## src/rtl/video_ctrl_pkg.sv

```systemverilog
// Shared definitions for the video sequencing controllers: controller
// state encoding and default geometry parameters.
package video_ctrl_pkg;

    typedef enum logic [2:0] {
        SEEK,
        MEASURE,
        QUALIFY,
        ARM,
        LOCKED
    } ctrl_state_t;

    localparam int DEF_CNT_W    = 12;
    localparam int DEF_H_OFFSET = 3;

endpackage

```

## src/rtl/sobel_line_ctrl_sync_edge_det.sv

```systemverilog
// Rising-edge detector for a sync input: registered previous level plus a
// combinational single-cycle rise pulse.
module sync_edge_det (
    input  logic i_clk,
    input  logic i_rst,
    input  logic i_sig,
    output logic o_rise
);

    logic r_prev;

    always_ff @(posedge i_clk) begin
        if (i_rst) begin
            r_prev <= 1'b0;
        end else begin
            r_prev <= i_sig;
        end
    end

    assign o_rise = i_sig & ~r_prev;

endmodule

```

## src/rtl/sobel_line_ctrl.sv

```systemverilog
// Sequencing controller for the Sobel/line-buffer chain: measures and
// qualifies the line period, then applies geometry and filter select at frame starts.
module sobel_line_ctrl
    import video_ctrl_pkg::*;
#(
    parameter int CNT_W      = DEF_CNT_W,
    parameter int H_OFFSET   = DEF_H_OFFSET,
    parameter int LOCK_LINES = 4,
    parameter int MIN_PERIOD = 8
) (
    input  logic             clk,
    input  logic             rst,
    input  logic             de_in,
    input  logic             h_sync_in,
    input  logic             v_sync_in,
    input  logic             filter_en_req,
    output logic [CNT_W-1:0] h_size_cfg,
    output logic             locked,
    output logic             filter_sel,
    output logic             line_flush,
    output logic             err_pulse
);

    localparam int               MC_W    = $clog2(LOCK_LINES + 1);
    localparam logic [CNT_W-1:0] CNT_MAX = '1;
    localparam logic [CNT_W-1:0] MIN_P   = CNT_W'(MIN_PERIOD);
    localparam logic [CNT_W-1:0] OFFS    = CNT_W'(H_OFFSET);
    localparam logic [MC_W-1:0]  LOCK_N  = MC_W'(LOCK_LINES);

    ctrl_state_t      r_state, w_state_nxt;
    logic [CNT_W-1:0] r_cnt;
    logic [CNT_W-1:0] r_ref, w_ref_nxt;
    logic [MC_W-1:0]  r_match, w_match_nxt, w_match_inc;
    logic             w_hs_rise, w_vs_rise;
    logic             w_sat, w_hs_valid, w_same, w_bad;
    logic [CNT_W-1:0] w_hsize_nxt;
    logic             w_locked_nxt, w_fsel_nxt, w_flush_nxt, w_err_nxt;

    sync_edge_det u_hs_edge (
        .i_clk  (clk),
        .i_rst  (rst),
        .i_sig  (h_sync_in),
        .o_rise (w_hs_rise)
    );

    sync_edge_det u_vs_edge (
        .i_clk  (clk),
        .i_rst  (rst),
        .i_sig  (v_sync_in),
        .o_rise (w_vs_rise)
    );

    // Edges during active video or too soon after the last line start are glitches.
    assign w_sat       = (r_cnt == CNT_MAX);
    assign w_hs_valid  = w_hs_rise & ~de_in & ((r_state == SEEK) | (r_cnt >= MIN_P));
    assign w_same      = w_hs_valid & ~w_sat & (r_cnt == r_ref);
    assign w_bad       = (w_hs_valid & ~w_same) | w_sat;
    assign w_match_inc = r_match + 1'b1;

    always_ff @(posedge clk) begin
        if (rst) begin
            r_cnt <= '0;
        end else if (w_hs_valid) begin
            r_cnt <= CNT_W'(1);
        end else if (!w_sat) begin
            r_cnt <= r_cnt + 1'b1;
        end
    end

    always_ff @(posedge clk) begin
        if (rst) begin
            r_state    <= SEEK;
            r_ref      <= '0;
            r_match    <= '0;
            h_size_cfg <= '0;
            locked     <= 1'b0;
            filter_sel <= 1'b0;
            line_flush <= 1'b0;
            err_pulse  <= 1'b0;
        end else begin
            r_state    <= w_state_nxt;
            r_ref      <= w_ref_nxt;
            r_match    <= w_match_nxt;
            h_size_cfg <= w_hsize_nxt;
            locked     <= w_locked_nxt;
            filter_sel <= w_fsel_nxt;
            line_flush <= w_flush_nxt;
            err_pulse  <= w_err_nxt;
        end
    end

    always_comb begin
        w_state_nxt = r_state;
        w_ref_nxt   = r_ref;
        w_match_nxt = r_match;
        case (r_state)
            SEEK: begin
                if (w_hs_valid) begin
                    w_state_nxt = MEASURE;
                    w_match_nxt = '0;
                end
            end
            MEASURE: begin
                if (w_hs_valid) begin
                    w_state_nxt = QUALIFY;
                    w_ref_nxt   = r_cnt;
                    w_match_nxt = MC_W'(1);
                end
            end
            QUALIFY: begin
                if (w_same) begin
                    w_match_nxt = w_match_inc;
                    if (w_match_inc == LOCK_N) begin
                        w_state_nxt = ARM;
                    end
                end else if (w_hs_valid) begin
                    w_ref_nxt   = r_cnt;
                    w_match_nxt = MC_W'(1);
                end
            end
            ARM, LOCKED: begin
                // Period check outranks a coincident frame start.
                if (w_bad) begin
                    w_state_nxt = QUALIFY;
                    w_ref_nxt   = r_cnt;
                    w_match_nxt = MC_W'(1);
                end else if ((r_state == ARM) && w_vs_rise) begin
                    w_state_nxt = LOCKED;
                end
            end
            default: begin
                w_state_nxt = SEEK;
            end
        endcase
    end

    always_comb begin
        w_hsize_nxt  = h_size_cfg;
        w_locked_nxt = locked;
        w_fsel_nxt   = filter_sel;
        w_flush_nxt  = 1'b0;
        w_err_nxt    = 1'b0;
        case (r_state)
            ARM: begin
                if (!w_bad && w_vs_rise) begin
                    w_hsize_nxt  = r_ref - OFFS;
                    w_locked_nxt = 1'b1;
                    w_fsel_nxt   = filter_en_req;
                    w_flush_nxt  = 1'b1;
                end
            end
            LOCKED: begin
                if (w_bad) begin
                    w_locked_nxt = 1'b0;
                    w_fsel_nxt   = 1'b0;
                    w_err_nxt    = 1'b1;
                    w_flush_nxt  = 1'b1;
                end else if (w_vs_rise) begin
                    w_fsel_nxt = filter_en_req;
                end
            end
            default: begin
            end
        endcase
    end

    a_min_above_offset: assert property (@(posedge clk) MIN_PERIOD > H_OFFSET);

    a_ref_above_offset: assert property (@(posedge clk) disable iff (rst)
        (r_state == ARM) |-> (r_ref >= OFFS));

endmodule

```

## config.mk

```make
export PLATFORM = sky130hd
export DESIGN_NAME = sobel_line_ctrl
export DESIGN_NICKNAME = d
export VERILOG_FILES = /design/src/rtl/video_ctrl_pkg.sv /design/src/rtl/sobel_line_ctrl_sync_edge_det.sv /design/src/rtl/sobel_line_ctrl.sv
export SDC_FILE = /design/constraint.sdc
export NUM_CORES = 1
export LEC_CHECK = 0
export BUFFER_PORTS_ARGS = -buffer_cell sky130_fd_sc_hd__buf_4
export CELL_PAD_IN_SITES_DETAIL_PLACEMENT = 2
export CELL_PAD_IN_SITES_GLOBAL_PLACEMENT = 2
export CORE_ASPECT_RATIO = 1.25
export CORE_MARGIN = 2
export CORE_UTILIZATION = 39
export CTS_CLUSTER_SIZE = 25
export DETAILED_ROUTE_END_ITERATION = 8
export PLACE_DENSITY_LB_ADDON = 0.1
export SLEW_MARGIN = 10
export SYNTH_ARGS = -nofsm -noshare
export SYNTH_HDL_FRONTEND = slang
export SYNTH_SLANG_ARGS = --single-unit
```

## constraint.sdc

```tcl
create_clock -name clk -period 5 [get_ports clk]
set_input_delay 0.25 -clock clk [delete_from_list [all_inputs] [get_ports clk]]
set_output_delay 0.25 -clock clk [all_outputs]
set_load 0.03 [all_outputs]
```

Word-level counts from Yosys, hierarchy flattened. Index checks and enable logic that the tools add are counted.

$add $sub $neg: 3. Multipliers: 0. Divide/modulo/power cells: 0. Magnitude comparators: 1. Equal/unequal tests: 18. Shifts and indexed selects: 0. Mux-type cells: 28. Bitwise operators: 15. Reduce and logical (&&, ||, !) cells: 16.

Operator list (count): $mux W12 (3); $pmux W12 S3 (1); $mux W3 (10); $pmux W3 S4 (2); $ne A2 B2 Y1 const B (7); $add A12 B1 Y12 const B (1); $eq A12 B12 Y1 (1); $eq A12 B12 Y1 const B (1); $ge A12 B4 Y1 const B (1); $reduce_and A3 Y1 (4); $sub A12 B2 Y12 const B (1); $mux W1 (9); $and A1 B1 Y1 (7); $eq A3 B2 Y1 const B (2); $eq A3 B3 Y1 const B (2); $ne A3 B3 Y1 const B (2); $not A1 Y1 (6); $pmux W1 S2 (3); $reduce_or A2 Y1 (3); $reduce_and A5 Y1 (1); $ne A2 B1 Y1 const B (2); $reduce_bool A4 Y1 (1); $add A3 B1 Y3 const B (1); $eq A3 B1 Y1 const B (1); other kinds (7) (9).

Register bits: 48. Latch bits: 0. Bits in writable memories: 0. ROM bits: 0. Input port bits: 6. Output and inout bits: 16. Logic and storage cells: 93. Memories kept: 0.

Logic depth before layout (Yosys ltp). Gate-level depths: netlist (run 1).

Word-level depth: 13. Gate-level depth with buffers: 9. Gate-level depth less buffers: 7.

Modules after synthesis. From an unflattened synthesis (run 1), not the netlist that was laid out.

Cell total of the unflattened synthesis: 298. Area total of the unflattened synthesis: 2727.6 sq um.

Modules (own cells, without submodules): sobel_line_ctrl (times used 1, cells an instance 292, area an instance 2632.5 sq um, seq. area each 920.9 sq um); sync_edge_det (times used 2, cells an instance 3, area an instance 47.5 sq um, seq. area each 20.0 sq um).

Worst setup path after synthesis (run 1). OpenSTA, ideal clock, no wires.

Kind: register to register. From: register r_cnt[11]. To: register h_size_cfg[10]. Library setup time: 0.080 ns. Arrival: 1.886 ns. Required time: 4.920 ns. Slack: 3.033 ns. Cell stages (with the launch flop): 10. Path buffers: 3. Period minus slack after synthesis: 1.967 ns. Cells stage by stage: dfxtp_1 clkbuf_1 xor2_1 nor4_1 nand3_1 buf_6 a211oi_4 buf_6 nor2_1 a211oi_2.

Longest elaborated chain between the ends: 11. Elaborated cells on any way between the ends: 14. Those cells by class: 1 x order compare; 2 x eq/ne; 8 x bitwise; 3 x reduce/logical.

RTL lines: start, declared (RTL line sobel_line_ctrl.sv:31) `logic [CNT_W-1:0] r_cnt;`; start signal, assigned (RTL line sobel_line_ctrl.sv:66) `r_cnt <= r_cnt + 1'b1;`; $ge A12 B4 Y1 (RTL line sobel_line_ctrl.sv:55) `assign w_hs_valid = w_hs_rise & ~de_in & ((r_state == SEEK) | (r_cnt >= MIN_P));`; $or A1 B1 Y1 (RTL line sobel_line_ctrl.sv:55); $and A1 B1 Y1 (RTL line sobel_line_ctrl.sv:55); $and A1 B1 Y1 (2 in a row) (RTL line sobel_line_ctrl.sv:56) `assign w_same = w_hs_valid & ~w_sat & (r_cnt == r_ref);`; $not A1 Y1 (RTL line sobel_line_ctrl.sv:57) `assign w_bad = (w_hs_valid & ~w_same) | w_sat;`; $and A1 B1 Y1 (RTL line sobel_line_ctrl.sv:57); $or A1 B1 Y1 (*) (RTL line sobel_line_ctrl.sv:57); $logic_not A1 Y1 (*) (RTL line sobel_line_ctrl.sv:145) `if (!w_bad && w_vs_rise) begin`; $logic_and A1 B1 Y1 (*) (RTL line sobel_line_ctrl.sv:145); $reduce_and A2 Y1 (no line) (*); end signal, assigned (RTL line sobel_line_ctrl.sv:84) `h_size_cfg <= w_hsize_nxt;`; end, declared (RTL line sobel_line_ctrl.sv:17) `output logic [CNT_W-1:0] h_size_cfg,`.

Mark *: on every way between the ends. The rest lies on a longest branch, timed or not. A chain may end at the register's enable or synchronous reset.

Worst setup path in the final report (run 1).
From: register r_cnt[9]. To: register filter_sel.

Longest elaborated chain between the ends: 12. Elaborated cells on any way between the ends: 18. Those cells by class: 1 x order compare; 4 x eq/ne; 2 x mux; 8 x bitwise; 3 x reduce/logical.

RTL lines: $ge A12 B4 Y1 (RTL line sobel_line_ctrl.sv:55); $or A1 B1 Y1 (RTL line sobel_line_ctrl.sv:55); $and A1 B1 Y1 (RTL line sobel_line_ctrl.sv:55); $and A1 B1 Y1 (2 in a row) (RTL line sobel_line_ctrl.sv:56); $not A1 Y1 (RTL line sobel_line_ctrl.sv:57); $and A1 B1 Y1 (RTL line sobel_line_ctrl.sv:57); $or A1 B1 Y1 (*) (RTL line sobel_line_ctrl.sv:57); $logic_not A1 Y1 (RTL line sobel_line_ctrl.sv:145); $logic_and A1 B1 Y1 (RTL line sobel_line_ctrl.sv:145); $ne A2 B1 Y1 (no line); $reduce_and A3 Y1 (no line); end signal, assigned (RTL line sobel_line_ctrl.sv:86) `filter_sel <= w_fsel_nxt;`; end, declared (RTL line sobel_line_ctrl.sv:19) `output logic filter_sel,`.

Marks and branches as above.

==> metrics.md, run 1 <==
| Metric | Value |
|---|---|
| H-Tree Depth | `2` |
| Root buffer cell | `clkbuf_8` |
| Pleak | `1.13 nW` |
| Die area | `~7500 um^2` |
| Buffers on Ports | `21` |
| Setup TNS | `0 ns` |
| Synthesized instance count | `~310` |
| Crit. End Element | `flip-flop` |
| Post-Route WL | `6900 um` |
| Clk Latency, worst-skew pair | `0.30 ns` |
| Post-synth top area share | `0.363` |
| DR pass1 iterations | `4` |
| First-pass GRT wire length | `approximately 12,000 um` |
| # hold bufs at CTS | `0` |
| Gpl congestion | `0.797` |
| RSZ-0062 raised after global routing | `no` |
| Layout cell share with drive strength beyond 1 | `0.139` |
| Placed inst area | `~2800 um^2` |
| CTS sink cnt | `48` |
| Gr ovfl total | `0` |
| DR WL/cell | `17.1 um` |
| Leading area contributor after synthesis | `dfxtp_1` |
| CP required | `roughly 5.2 ns` |
| Synthesis-to-layout area growth | `7.70%` |
| Commonest non-fill, non-tap cell in the layout | `dfxtp_1` |
| Largest net degree at the start of global routing | `30` |
| HPWL Detailed | `5140 um` |
| Clock Skews | `0.00406 ns` |
| CP Class | `reg -> reg` |
| CTS Buffer Depth | `2` |
| Crit-path cells | `xor2_1 -> nor4_1 -> nand3_1 -> a211oi_4 -> o21ai_0 -> a21oi_1` |
| TritonCTS clock tree | `built` |
| Final setup margin | `between 2 and 2.5 ns` |
| Final Cycle Share | `0.594` |
| Pre-CTS setup slack | `a little over 2 ns` |
| Power Total | `695 uW` |
| Setup violations, final | `0` |
| Post-Synthesis Cell Area | `2650 um^2` |
| EDFF count, synth | `0` |
| Io pins | `22` |
| Initial antenna violation count | `0` |
| Synth Area per Inst | `8.51 um^2` |
| Vias | `roughly 2,200` |
| Chip Height | `96.1 um` |
| Crit path DAT | `3.21 ns` |
| Critical path buffer and inverter count | `0` |
| Post-DRT Antenna Nets | `0` |
| DR vias/cell | `5.36` |
| Critical path fanouts, max | `26` |
| Asr flop ratio synth | `0` |
| Worst path max stage delay | `1.08 ns` |
| Pins Over Slew Limit | `0` |
| ANT cells | `0` |
| Register area share after synthesis | `0.363` |
| Min Tclk post-route | `2.97 ns` |
| Initial DRC count | `80` |
| Post-CTS Setup Bufs | `0` |
| Netlist cell types | `48` |
| DIE WIDTH | `77.7 um` |
| Core Box Area | `6570 um^2` |
| # resized after CTS | `0` |
| Most frequent cells in the layout | `48 x dfxtp_1, 36 x nand2_1, 34 x nor2_1, 23 x buf_4, 18 x a21oi_1` |
| Inserted Clock Buffers | `5` |
| Run status | `finished, final reports clean` |
| DRC violations left | `0` |
| Rows | `33` |
| Slew @ Worst Pin | `1.14 ns` |
| Top post-synthesis cells by area | `dfxtp_1 36%, mux2i_1 5.7%, xor2_1 5.3%` |
| Worst hold margin | `0.166 ns` |
| Rel. slew slack | `0.237` |
| Seq cells post-synth | `48` |
| Primary FF master, synth | `dfxtp_1` |
| CP Launch Type | `flip-flop` |
| Vias in the first global route | `about 2,300` |
| Reg clk slew, reported paths | `~0.09 ns` |
| P per Cell Area | `244 nW/um^2` |
| Final hold vios | `0` |
| Fin nets | `327` |
| Tot GR Track Use | `0.197` |
| F_max | `337 MHz` |
| Maxcap violations | `0` |
| Maximum vdd drop | `0.121 mV` |
| Worst min path class | `in -> reg` |
| Post-layout instance area | `2850 um^2` |
| Synth Warn # | `0` |
| Syn_nets | `~320` |
| Max stage delay cell, worst path | `a211oi_4` |
| # fillers | `761` |
| Initial core utilization | `0.403` |
| CP delay by family, top | `compound AO/OA/AOI/OAI gates` |
## cells by family (layout without fill, tap and decap cells)
group / count (synthesis) / in the layout / share of synthesized area
buf+inv: 34 / 40 / 0.0761
xor+xnor: 29 / 29 / 0.0959
mux: 15 / 15 / 0.0567
flops: 48 / 48 / 0.363
compound gates: 59 / 59 / 0.157
fa+ha+maj: 5 / 5 / 0.0236
simple gates: 121 / 121 / 0.227
## flip-flops by register name, indices dropped and copies added (netlist names), 3 cells and up
name        cells
r_match         3
r_state         3
r_cnt          12
r_ref          12
h_size_cfg     12
## worst reg2reg max path, stage by stage, from the launching register on
cell      delay (ns)
dfxtp_1         0.54
xor2_1          0.15
nor4_1          0.32
nand3_1         0.42
a211oi_4        1.08
o21ai_0         0.23
a21oi_1         0.17
## Yosys cell counts (all sizes together) (2+ instances only)
library cell / instances
and2: 2
dfxtp: 48
a211oi: 13
ha: 5
buf: 16
nor2b: 4
nand4: 4
nand2b: 3
xnor2: 13
or3b: 2
and3: 3
nand3: 8
nor3b: 2
a21oi: 18
or3: 3
a311oi: 2
nand2: 36
nor4: 6
inv: 9
o21ai: 17
mux2i: 15
nor2: 34
or4: 2
clkbuf: 9
nor3: 9
xor2: 16
## area by class of cell
type                    count  area (um^2)  share of cell area
clock buffers               8         90.1              0.0316
well taps                  87          109              0.0382
multi-input cells         229         1490               0.521
inverters                   9         33.8              0.0118
flip-flops and latches     48          961               0.337
repair buffers             23          173              0.0606
## where the power goes
group / switching [mW] / leakage (nW) / internal, mW
Sequential: 0.00801 / 0.388 / 0.386
Clock: 0.132 / 0.0455 / 0.113
Combinational: 0.0364 / 0.694 / 0.0185
## per-stage QoR
step / instances / utilization
2_1_floorplan: 311 / -
3_3_place_gp: 396 / 0.421
3_5_place_dp: 396 / 0.421
4_1_cts: 404 / 0.434
5_1_grt: 404 / 0.434
6_report: 404 / 0.434
## metal layers
metal	part of all wire	wire length (um)	global-route usage	vias up
met5	0	0	0	-
met4	0.012	86	0.0625	0
met3	0.019	130	0.0244	5
met2	0.52	3610	0.368	17
met1	0.45	3070	0.235	1065
li1	-	-	-	1078
## worst paths after layout
kind / from / endpoint / slack (ns) / depth (start not counted)
worst min register to register: r_match[1]$_SDFFE_PP0P_ / r_match[1]$_SDFFE_PP0P_ / 0.47 / 2
worst max register to register: r_cnt[9]$_SDFFE_PP0N_ / filter_sel$_SDFFE_PP0P_ / 2.03 / 6
worst max-delay path: r_cnt[9]$_SDFFE_PP0N_ / filter_sel$_SDFFE_PP0P_ / 2.03 / 6
worst min-delay path: h_sync_in / u_hs_edge.r_prev$_SDFF_PP0_ / 0.17 / 2
Power figures use the tool's default switching activity.
==> run 2, diff against run 1 <==
--- a/config.mk
+++ b/config.mk
@@ -5,12 +5,13 @@
 export SDC_FILE = /design/constraint.sdc
 export NUM_CORES = 1
 export LEC_CHECK = 0
+export ABC_AREA = 1
 export BUFFER_PORTS_ARGS = -buffer_cell sky130_fd_sc_hd__buf_4
 export CELL_PAD_IN_SITES_DETAIL_PLACEMENT = 2
 export CELL_PAD_IN_SITES_GLOBAL_PLACEMENT = 2
 export CORE_ASPECT_RATIO = 1.25
 export CORE_MARGIN = 2
-export CORE_UTILIZATION = 39
+export CORE_UTILIZATION = 33
 export CTS_CLUSTER_SIZE = 25
 export DETAILED_ROUTE_END_ITERATION = 8
 export PLACE_DENSITY_LB_ADDON = 0.1
==> constraint.sdc (replaced) <==
create_clock -name clk -period 2.8 [get_ports clk]
set_input_delay 0.14 -clock clk [delete_from_list [all_inputs] [get_ports clk]]
set_output_delay 0.14 -clock clk [all_outputs]
set_load 0.03 [all_outputs]
==> metrics.md, run 2 <==
| Metric | Value |
|---|---|
| Clock Skews | `0.00354 ns (-0.000514 ns)` |
| CTS sink cnt | `48 (unchanged)` |
| Cell-internal power | `1.28 mW (+150%)` |
| Clk Latency, worst-skew pair | `0.31 ns (about the same)` |
| Critical path fanouts, max | `24 (-7.7%)` |
| Inserted Clock Buffers | `5 (unchanged)` |
| Pleak | `1.36 nW (+21%)` |
| Die area | `8850 um^2 (+19%)` |
| EDFF count, synth | `0 (unchanged)` |
| Reg clk slew, reported paths | `0.10 ns (about the same)` |
| Post-synth top area share | `0.359 (-0.00407)` |
| Pins Over Slew Limit | `0 (unchanged)` |
| Fin nets | `441 (+35%)` |
| Asr flop ratio synth | `0 (unchanged)` |
| DR pass1 iterations | `4 (unchanged)` |
| Combinational fraction of design power | `0.424 (+0.345)` |
| M1 GR Usage | `0.247 (+0.0120)` |
| Maxcap violations | `0 (unchanged)` |
| Chip Height | `105 um (+8.9%)` |
| Initial DRC count | `69 (-14%)` |
| Top post-synthesis cells by area | `dfxtp_1 36%, nand2_1 16%, nor2_1 9.3%` |
| TritonCTS clock tree | `built` |
| Primary FF master, synth | `dfxtp_1` |
| ANT cells | `0 (unchanged)` |
| Initial core utilization | `0.342 (-0.0616)` |
| Synth Area per Inst | `6.55 um^2 (-23%)` |
| Post-Synthesis Cell Area | `2680 um^2 (+1.1%)` |
| Commonest non-fill, non-tap cell in the layout | `nand2_1` |
| Most frequent cells in the layout | `113 x nand2_1, 66 x nor2_1, 50 x inv_1, 48 x dfxtp_1, 25 x a21oi_1` |
| Tot GR Track Use | `0.200 (+0.00207)` |
| Buffers on Ports | `21 (unchanged)` |
| Synthesis-to-layout area growth | `12.5%` |
| Power Total | `2.27 mW (+230%)` |
| Commonest cells post-synth | `113 x nand2_1, 66 x nor2_1, 50 x inv_1` |
| Rows | `36 (+9.1%)` |
| Root buffer cell | `clkbuf_8` |
| Slew @ Worst Pin | `0.620 ns (-0.521 ns)` |
| HPWL Detailed | `6680 um (+30%)` |
| Routing usage on met3 | `0.0371 (+0.0127)` |
| P per Cell Area | `754 nW/um^2 (+210%)` |
| Largest net degree at the start of global routing | `25 (-17%)` |
| Io pins | `22 (unchanged)` |
| Worst hold margin | `0.0471 ns (-0.119 ns)` |
| Syn_nets | `420 (+30%)` |
| # hold bufs at CTS | `0 (unchanged)` |
| Seq cells post-synth | `48 (unchanged)` |
| Gpl congestion | `0.846 (+6.1%)` |
| Post-DRT Antenna Nets | `0 (unchanged)` |
| First-pass GRT wire length | `14,100 um (+21%)` |
| Seq pwr share | `0.373 (-0.195)` |
| Initial antenna violation count | `0 (unchanged)` |
| Post-Route WL | `8380 um (+22%)` |
| Layout cell share with drive strength beyond 1 | `0.121 (-0.0182)` |
| CP Class | `reg -> reg` |
| GR peak layer | `met2` |
| H-Tree Depth | `2 (unchanged)` |
| DRC violations left | `0 (unchanged)` |
| Leading area contributor after synthesis | `dfxtp_1` |
| Register area share after synthesis | `0.359 (-0.00407)` |
| Psw | `995 uW (+460%)` |
| Final hold vios | `0 (unchanged)` |
| CP Launch Type | `flip-flop` |
| Core Box Area | `7840 um^2 (+19%)` |
| Rel. slew slack | `0.584 (+0.346)` |
| Clk pwr share | `0.203 (-0.150)` |
| Maximum vdd drop | `0.266 mV (+120%)` |
| CP required | `3.01 ns (-2.23 ns)` |
| Vias in the first global route | `2,787 (+20%)` |
| Synthesized instance count | `409 (+32%)` |
| Setup violations, final | `0 (unchanged)` |
| Setup TNS | `0 ns (unchanged)` |
| F_max | `414 MHz (+23%)` |
| Post-CTS Setup Bufs | `0 (unchanged)` |
| Final Cycle Share | `0.863 (+0.269)` |
| Synth Warn # | `0 (unchanged)` |
| Gr ovfl total | `0 (unchanged)` |
| Switch share | `0.438 (+0.184)` |
| Most frequent cell after synthesis | `nand2_1` |
| # resized after CTS | `0 (unchanged)` |
| Largest regs | `h_size_cfg (12), r_cnt (12), r_ref (12)` |
| Met2 GRT Util | `0.350 (-0.0180)` |
| CTS Buffer Depth | `2 (unchanged)` |
| Worst min path class | `in -> reg` |
| Min Tclk post-route | `2.42 ns (-0.555 ns)` |
| Netlist cell types | `28 (-42%)` |
| Run status | `finished, final reports clean` |
| DR vias/cell | `4.90 (-8.6%)` |
| Vias | `2,577 (+19%)` |
| DR WL/cell | `15.9 um (-6.6%)` |
| Crit. End Element | `flip-flop` |
| RSZ-0062 raised after global routing | `no` |
| Crit path DAT | `2.63 ns (-0.58 ns)` |
| DIE WIDTH | `84.6 um (+8.8%)` |
## run 2: cell count changes after synthesis, sizes merged, moves of 12 or more
cell,previous run,this run
inv,9,54
mux2i,15,0
nand3,8,23
nor2,34,71
nand2,36,121
a211oi,13,1
## run 2: area by class of cell
type / instances / area, um^2
fill: 994 / 4820
multi-input combinational: 296 / 1450
sequential: 48 / 961
inverter: 55 / 206
timing repair buffer: 24 / 180
tap: 95 / 119
clock buffer: 6 / 82.6
clock inverter: 2 / 15.0
## run 2: logic make-up (layout without fill, tap and decap cells)
group           after synthesis  in the layout  synth area share
flops                        48             48             0.359
compound gates               43             43            0.0827
simple gates                234            234             0.389
xor+xnor                     14             14            0.0458
buf+inv                      65             87             0.100
fa+ha+maj                     5              5            0.0234
## run 2: metrics by stage
step,worst slack [ns],utilization,cell area [um^2],std cells
finish,0.384,0.384,3010,526
CTS,0.342,0.384,3010,526
global placement,0.451,0.372,2920,518
global route,0.153,0.384,3010,526
detailed placement,0.356,0.372,2920,518
floorplan,0.961,-,2680,409
## run 2: path summary, 6_finish.rpt
check | from | end | slack (ns) | cells after the start
max | r_cnt[0]$_SDFFE_PP0P_ | r_ref[8]$_SDFFE_PP0P_ | 0.38 | 14
max reg2reg | r_cnt[0]$_SDFFE_PP0P_ | r_ref[8]$_SDFFE_PP0P_ | 0.38 | 14
min | v_sync_in | u_vs_edge.r_prev$_SDFF_PP0_ | 0.05 | 3
min reg2reg | h_size_cfg[7]$_SDFFE_PP0P_ | h_size_cfg[7]$_SDFFE_PP0P_ | 0.47 | 2
## run 2: power groups by stage
stage / Clock (mW) / Sequential [mW] / Combinational, mW
after global routing: 0.508 / 0.864 / 1.11
final: 0.461 / 0.848 / 0.964
after CTS: 0.475 / 0.849 / 0.987
after global placement: 0 / 0.863 / 0.946
after detailed placement: 0 / 0.865 / 0.977
after floorplan: 0 / 0.854 / 0.720
## run 2: per-layer routing
metal	wire, um	part of all wire
met2	4120	0.49
met3	202	0.024
met5	0	0
met1	3960	0.47
met4	106	0.013
## run 2: critical path, cell delays in order, from the launching register on
cell	delay, ns
dfxtp_1	0.41
ha_1	0.19
nand2_1	0.06
inv_1	0.15
nand3_4	0.14
nor2_8	0.16
inv_2	0.12
nand2_2	0.12
nand2_4	0.07
nand2_2	0.08
nand2_2	0.06
nor2_4	0.47
nand2_1	0.14
nand2_1	0.10
nor2_1	0.04
